$ cat config.mk
export PLATFORM = sky130hd
export DESIGN_NAME = cd_limit_calc
export DESIGN_NICKNAME = d
export VERILOG_FILES = /design/src/rtl/cd_limit_calc.sv
export SDC_FILE = /design/constraint.sdc
export NUM_CORES = 1
export LEC_CHECK = 0
export ABC_AREA = 1
export CORE_MARGIN = 2
export CORE_UTILIZATION = 52
export DETAILED_ROUTE_END_ITERATION = 8
export PLACE_DENSITY = 0.78
export REMOVE_ABC_BUFFERS = 1
export SYNTH_ARGS = -nofsm -noshare
export SYNTH_HDL_FRONTEND = slang
export SYNTH_SLANG_ARGS = --single-unit
$ cat constraint.sdc
create_clock -name clk -period 2.9 [get_ports clk]
set_clock_uncertainty 0.05 [all_clocks]
set_input_delay 0.58 -clock clk [delete_from_list [all_inputs] [get_ports clk]]
set_output_delay 0.58 -clock clk [all_outputs]
set_load 0.01 [all_outputs]
$ cat src/rtl/cd_limit_calc.sv
// Converts a requested output frequency into the clock-divider half-period word.
// The quotient CLK_FREQ / (2*freq) is formed by bit-serial restoring division, then clamped to WIDTH.
module cd_limit_calc #(
  parameter int CLK_FREQ   = 50_000_000,
  parameter int WIDTH      = 32,
  parameter int FREQ_WIDTH = 32
) (
  input  logic                  clk,
  input  logic                  rst,
  input  logic                  req_valid,
  input  logic [FREQ_WIDTH-1:0] req_freq,
  output logic                  req_ready,
  output logic [WIDTH-1:0]      limit,
  output logic                  limit_valid,
  output logic                  err,
  output logic                  sat,
  output logic                  busy
);

  localparam int DIV_BITS = $clog2(CLK_FREQ + 1);
  localparam int RW       = (DIV_BITS + 1 > FREQ_WIDTH + 1) ? DIV_BITS + 1 : FREQ_WIDTH + 1;
  localparam int CW       = $clog2(DIV_BITS);
  localparam logic [DIV_BITS-1:0] DIVIDEND  = DIV_BITS'(CLK_FREQ);
  localparam logic [WIDTH-1:0]    LIMIT_RST = WIDTH'(CLK_FREQ / 2);
  localparam logic [CW-1:0]       CNT_TOP   = CW'(DIV_BITS - 1);

  typedef enum logic [1:0] {IDLE, CHECK, DIVIDE, FINISH} state_t;

  state_t                state_reg, state_next;
  logic [FREQ_WIDTH-1:0] freq_reg, freq_next;
  logic [RW-1:0]         divisor_reg, divisor_next;
  logic [RW-1:0]         rem_reg, rem_next;
  logic [DIV_BITS-1:0]   quot_reg, quot_next;
  logic [CW-1:0]         cnt_reg, cnt_next;
  logic [WIDTH-1:0]      limit_reg, limit_next;
  logic                  limit_valid_reg, limit_valid_next;
  logic                  err_reg, err_next;
  logic                  sat_reg, sat_next;

  logic [RW-1:0]    rem_shift;
  logic             rem_ge;
  logic             q_zero;
  logic             q_over;
  logic [WIDTH-1:0] q_fit;

  assign rem_shift = {rem_reg[RW-2:0], DIVIDEND[cnt_reg]};
  assign rem_ge    = (rem_shift >= divisor_reg);
  assign q_zero    = (quot_reg == '0);

  // Quotient bits beyond WIDTH only exist when the clock is fast relative to the limit width.
  generate
    for (genvar gi = 0; gi < WIDTH; gi++) begin : g_fit
      if (gi < DIV_BITS) begin : g_bit
        assign q_fit[gi] = quot_reg[gi];
      end else begin : g_pad
        assign q_fit[gi] = 1'b0;
      end
    end
    if (DIV_BITS > WIDTH) begin : g_over
      assign q_over = |quot_reg[DIV_BITS-1:WIDTH];
    end else begin : g_no_over
      assign q_over = 1'b0;
    end
  endgenerate

  always_comb begin
    state_next       = state_reg;
    freq_next        = freq_reg;
    divisor_next     = divisor_reg;
    rem_next         = rem_reg;
    quot_next        = quot_reg;
    cnt_next         = cnt_reg;
    limit_next       = limit_reg;
    limit_valid_next = 1'b0;
    err_next         = 1'b0;
    sat_next         = 1'b0;
    case (state_reg)
      IDLE: begin
        if (req_valid) begin
          freq_next  = req_freq;
          state_next = CHECK;
        end
      end
      CHECK: begin
        if (freq_reg == '0) begin
          err_next   = 1'b1;
          state_next = IDLE;
        end else begin
          divisor_next = RW'({freq_reg, 1'b0});
          rem_next     = '0;
          quot_next    = '0;
          cnt_next     = CNT_TOP;
          state_next   = DIVIDE;
        end
      end
      DIVIDE: begin
        rem_next  = rem_ge ? (rem_shift - divisor_reg) : rem_shift;
        quot_next = {quot_reg[DIV_BITS-2:0], rem_ge};
        cnt_next  = cnt_reg - CW'(1);
        if (cnt_reg == '0) state_next = FINISH;
      end
      FINISH: begin
        limit_valid_next = 1'b1;
        state_next       = IDLE;
        if (q_zero) begin
          limit_next = WIDTH'(1);
          sat_next   = 1'b1;
        end else if (q_over) begin
          limit_next = '1;
          sat_next   = 1'b1;
        end else begin
          limit_next = q_fit;
        end
      end
      default: state_next = IDLE;
    endcase
  end

  always_ff @(posedge clk) begin
    if (rst) begin
      state_reg       <= IDLE;
      freq_reg        <= '0;
      divisor_reg     <= '0;
      rem_reg         <= '0;
      quot_reg        <= '0;
      cnt_reg         <= '0;
      limit_reg       <= LIMIT_RST;
      limit_valid_reg <= 1'b0;
      err_reg         <= 1'b0;
      sat_reg         <= 1'b0;
    end else begin
      state_reg       <= state_next;
      freq_reg        <= freq_next;
      divisor_reg     <= divisor_next;
      rem_reg         <= rem_next;
      quot_reg        <= quot_next;
      cnt_reg         <= cnt_next;
      limit_reg       <= limit_next;
      limit_valid_reg <= limit_valid_next;
      err_reg         <= err_next;
      sat_reg         <= sat_next;
    end
  end

  assign req_ready   = (state_reg == IDLE);
  assign busy        = (state_reg != IDLE);
  assign limit       = limit_reg;
  assign limit_valid = limit_valid_reg;
  assign err         = err_reg;
  assign sat         = sat_reg;

endmodule

# After elaboration in Yosys (flattened, before gate mapping)
# Memory sizes are Yosys's and may differ from the RTL's. A register that Yosys moved wholly into a read port is not among the register bits.
# Cells that the tools add are included.
[word_totals]
output_inout_bits = 37
romBits = 32
n_memories = 1
inputBits = 35
latch_bits = 0
elab_cells = 54
mem_bits_rw = 0
register_bits = 164
[mem_list]
columns = ["name", "words", "word_bits", "rd", "rd_ports_with_merged_regs", "write_ports", "line", "source"]
rows = [
  ["(no name shown)", 32, 1, 1, 1, 0, "46", "assign rem_shift = {rem_reg[RW-2:0], DIVIDEND[cnt_reg]};"],
]
[classes]
multipliers = 0
n_mux = 18
n_eq_ne = 6
n_bitwise = 3
shifts = 0
order_cmp = 2
div_mod_pow = 0
add_sub_neg = 2
reduce_logical = 12
[op_table]
columns = ["operator", "n"]
rows = [
  ["two-way mux 32 bit", 2],
  ["one-hot mux 32 bit (2 select lines)", 1],
  ["two-way mux 26 bit", 2],
  ["one-hot mux 26 bit (2 select lines)", 1],
  [">= comparator 33 bit", 1],
  ["logical NOT 32 bit", 1],
  ["subtractor 32 bit", 1],
  ["logical NOT 26 bit", 1],
  ["two-way mux 5 bit", 3],
  ["one-hot mux 5 bit (2 select lines)", 1],
  ["one-hot mux 2 bit (4 select lines)", 1],
  ["AND reduction 2 bit", 4],
  ["< comparator 5 x 6 -> 1 bit (second input constant)", 1],
  ["two-way mux 2 bit", 3],
  ["!= test 2 bit (second input constant)", 3],
  ["logical NOT 5 bit", 1],
  ["subtractor 5 x 1 -> 5 bit (second input constant)", 1],
  ["== test 2 bit (second input constant)", 2],
  ["two-way mux 1 bit", 4],
  ["nonzero test 2 bit", 2],
  ["OR reduction 2 bit", 2],
  ["inverter 1 bit", 3],
  ["== test 2 x 1 -> 1 bit (second input constant)", 1],
  ["logical NOT 2 bit", 1],
]

# Depth between registers and ports, before layout
# Gate-level depths: netlist of run 1.
[logic_depth]
ltp_word = 5
mapped_depth = 17
ltp_nobuf = 16

# Least setup slack after synthesis of run 1
# OpenSTA, ideal clock, no wires.
[synth_timing]
path_kind = "reg-to-reg"
from = "register rem_reg[0]"
to = "register rem_reg[19]"
setup_ns = 0.143
required_ns = 2.707
arrival_ns = 1.954
synth_period_minus_slack_ns = 2.147
setup_slack_ns = 0.753
n_path_buf = 1
stages_incl_launch_ff = 18
cell_sequence = "dfxtp_1 inv_1 ha_1 inv_1 fa_1 nand2_1 nand2_1 nand3_1 nand2_2 nand2_2 nand2_2 nand2_2 nand3_4 buf_12 nor2_2 nor2_1 nand2_1 a21oi_2"
[synth_via]
elab_chain_cells = 3
elab_cells_between_ends = 4
cone_classes = "1 x add/sub; 1 x order compare; 2 x mux"
[synth_lines]
columns = ["element", "line", "source"]
rows = [
  ["start, declared", "32", "logic [RW-1:0] rem_reg, rem_next;"],
  ["start signal, assigned", "135", "rem_reg <= rem_next;"],
  ["subtractor 32 bit or >= comparator 33 bit (tied branches)", "97, 47", ""],
  ["two-way mux 32 bit (*)", "97", "rem_next = rem_ge ? (rem_shift - divisor_reg) : rem_shift;"],
  ["one-hot mux 32 bit (2 select lines) (*)", "77", "case (state_reg)"],
]
# Mark *: on every way between the ends. The rest lies on a longest branch, timed or not.
# A chain may end at the register's enable or synchronous reset.

# Final worst setup path of run 1
[layout_timing]
from = "register rem_reg[0]"
to = "register rem_reg[11]"
# The elaborated chain is that of the path after synthesis.

==> results of run 1 <==
[layer usage]
| metal | GRT usage (%) | vias up | wire length [um] |
|---|---|---|---|
| li1 | - | 4301 | - |
| met1 | 35.0 | 3761 | 10500 |
| met2 | 40.8 | 174 | 9720 |
| met3 | 4.27 | 26 | 1040 |
| met4 | 8.04 | 0 | 327 |
| met5 | 0 | - | 0 |
[final cells by class]
cell class	instances	area [um2]
inverters	164	616
repair buffers	80	774
flip-flops and latches	159	3180
clock inverters	15	165
fillers	1549	6390
multi-input cells	958	4700
well taps	220	275
clock buffers	17	425
[layout by cell type (no fill, tap or decap), types with 3 or more instances in the layout]
cell             count
nand2_2             16
nor4_1               4
nand3_1             63
clkbuf_16           17
buf_4               13
nand3b_1             5
a21oi_2             21
nor2_1             160
a31oi_1              3
nor2_4               3
and2_1               3
inv_6                5
nor3_1              10
nand4_1             16
nand2_1            361
nor2_2              26
o21ai_0             84
xnor2_1             13
inv_1              157
clkdlybuf4s50_1     64
ha_1                34
dfxtp_1            159
a21oi_1            112
inv_2                5
clkinvlp_4           4
conb_1               6
o21bai_1             5
inv_8                4
[cells by family after synthesis]
group	after synthesis	share of synthesized area (%)
AO/OA/AOI/OAI	231	14.4
XOR/XNOR	13	1.30
adder cells (fa/ha/maj)	35	5.08
buffers and inverters	222	10.4
flip-flops	159	36.3
other	1	0.0427
AND/OR/NAND/NOR	673	32.5
[path summary, 6_finish.rpt]
| check | to | slack, ns | from |
|---|---|---|---|
| min reg2reg | divisor_reg[18]$_SDFFE_PP0P_ | 0.41 | divisor_reg[18]$_SDFFE_PP0P_ |
| min | divisor_reg[18]$_SDFFE_PP0P_ | 0.41 | divisor_reg[18]$_SDFFE_PP0P_ |
| max reg2reg | rem_reg[11]$_SDFFE_PP0N_ | 0.33 | rem_reg[0]$_SDFFE_PP0N_ |
| max | rem_reg[11]$_SDFFE_PP0N_ | 0.33 | rem_reg[0]$_SDFFE_PP0N_ |
[worst max-delay path, stage by stage, from the launching register on]
cell     delay [ns]
dfxtp_1        0.31
inv_1          0.07
ha_1           0.14
inv_1          0.07
fa_1           0.40
nand2_1        0.11
nand2_1        0.08
nand3_1        0.10
nand2_2        0.10
nand2_2        0.08
nand2_2        0.06
nand2_2        0.08
nand3_4        0.21
buf_6          0.28
nor2_2         0.09
nor2_1         0.04
nand2_1        0.09
a21oi_2        0.06
[power groups by stage]
| stage | clock (mW) | combinational, mW | sequential, mW |
|---|---|---|---|
| 2_1_floorplan | 0 | 1.99 | 2.46 |
| 3_3_place_gp | 0 | 2.69 | 2.47 |
| 3_5_place_dp | 0 | 2.71 | 2.47 |
| 4_1_cts | 2.27 | 2.73 | 2.42 |
| 5_1_grt | 2.36 | 3.14 | 2.44 |
| 6_report | 2.24 | 2.76 | 2.42 |
[stage by stage]
step,setup TNS [ns],total power [mW],instance area (um2)
floorplan,-37.29,4.45,8490
global placement,0,5.16,9540
global route,0,7.94,10100
detailed placement,0,5.18,9540
finish,0,7.42,10100
CTS,0,7.42,10100
==> metrics.txt, run 1 <==
period utilization=88.5%; DRT antenna net count=0; # DRC=0; Hold Slack=~0.41 ns; Detailed Place HPWL=16.0 mm; crit end category=register; layout cells sized above 1=slightly below 9%; row cnt=between 40 and 50; CTS clk-pin slew, worst paths=0.07 ns; Vias/cell=between 5 and 6; dominant cell type by area after synthesis=dfxtp_1; leakage=approximately 4.5 nW; critical path class=register to register; cell internal pwr=~4.5 mW; Post-synth EDFFs=0; RSZ-0062 raised after global routing=no; Die ar.=between 15000 and 20000 um2; H-tree lvl count=4; total grt overflow=0; initial antenna violation count=0; core area=16500 um2; post-synth cell types=40; Skew-Pair Late Insertion Delay=approximately 0.44 ns; hold path cells=2; number of diodes=0; fin. max-slew vios=0; nets=1450; yosys warns=0; worst-path maximum fanout=24; # setup viols final=0; GPL Wtd Cong=a little over 1; IO Count=approximately 70; Slew HR=a little over half; synthesized flop and latch total=159; final hold vios=0; Final Util=61.4%; Iter 0 DRT Violations=594; cells after synthesis=between 1000 and 1500; Post-Route WL=about 22 mm; postcts setup bufs=0; CTS tree=built; initial core utilization=between 50% and 60%; Placed Cells=about 1600; CP Launch Type=register; Area Growth Syn to Fin=15.5%; via count=~8300; fin cells=roughly 1600; CTS Buffer Depth=2; clock tree root buffer cell=clkbuf_16; Pwr Density=about 730 nW/um2; syn_area_per_cell=between 6 and 7 um2; port bufs=65; largest net degree at the start of global routing=between 40 and 50; Hold WC Path Type=register to register; Min Clock Period, post-route=~2.6 ns; gr usage total=between 20% and 30%; Comb pwr share=between 30% and 40%; Wirelength per Cell=between 10 and 15 um; First-pass DRT Iterations=8; Synth area leaders=dfxtp_1 36%, nand2_1 15%, nor2_1 6.9%, inv_1 6.7%, a21oi_1 6.4%; WP data arrival=about 2.8 ns; first-pass GRT wire length=approximately 37 mm; Sw Share=39.6%; count leader, synth=nand2_1; Hold Buf Count CTS=0; outcome=complete, no violations; NetSw=roughly 2.9 mW; Main synth FF type=dfxtp_1; top-area cell type share of the netlist area=between 30% and 40%; mapped cell area=~8800 um2; async set or reset register ratio after synthesis=0%; Clock Power Share=between 30% and 40%; vias in the first global route=around 7800; die width=~130 um; Max VDD drop=between 0.0005 and 0.0006 V; cts repair resizes=0; Register-to-Register Path Depth=17; Tightest Pin Transition=just over 0.7 ns; Sequential Power Share=between 30% and 40%; final worst slack=0.335 ns; CTS buffer count=17; Die Height=about 130 um; CTS Sinks=159; Max-cap violations=0; fmax=between 300 and 400 MHz; DP Worst Slack=a little over 0.3 ns; CP Data Required Time=between 3 and 4 ns; sequential area share after synthesis=between 30 and 40%; synth cell count leaders=362 x nand2_1, 161 x nor2_1, 159 x dfxtp_1, 157 x inv_1, 112 x a21oi_1
Power figures use the tool's default switching activity.
==> inputs of run 2 (changes only) <==
Settings changed: SLEW_MARGIN set to 15.
==> results of run 2 <==
The final DEF is identical to that of run 1; final timing and power are the same.
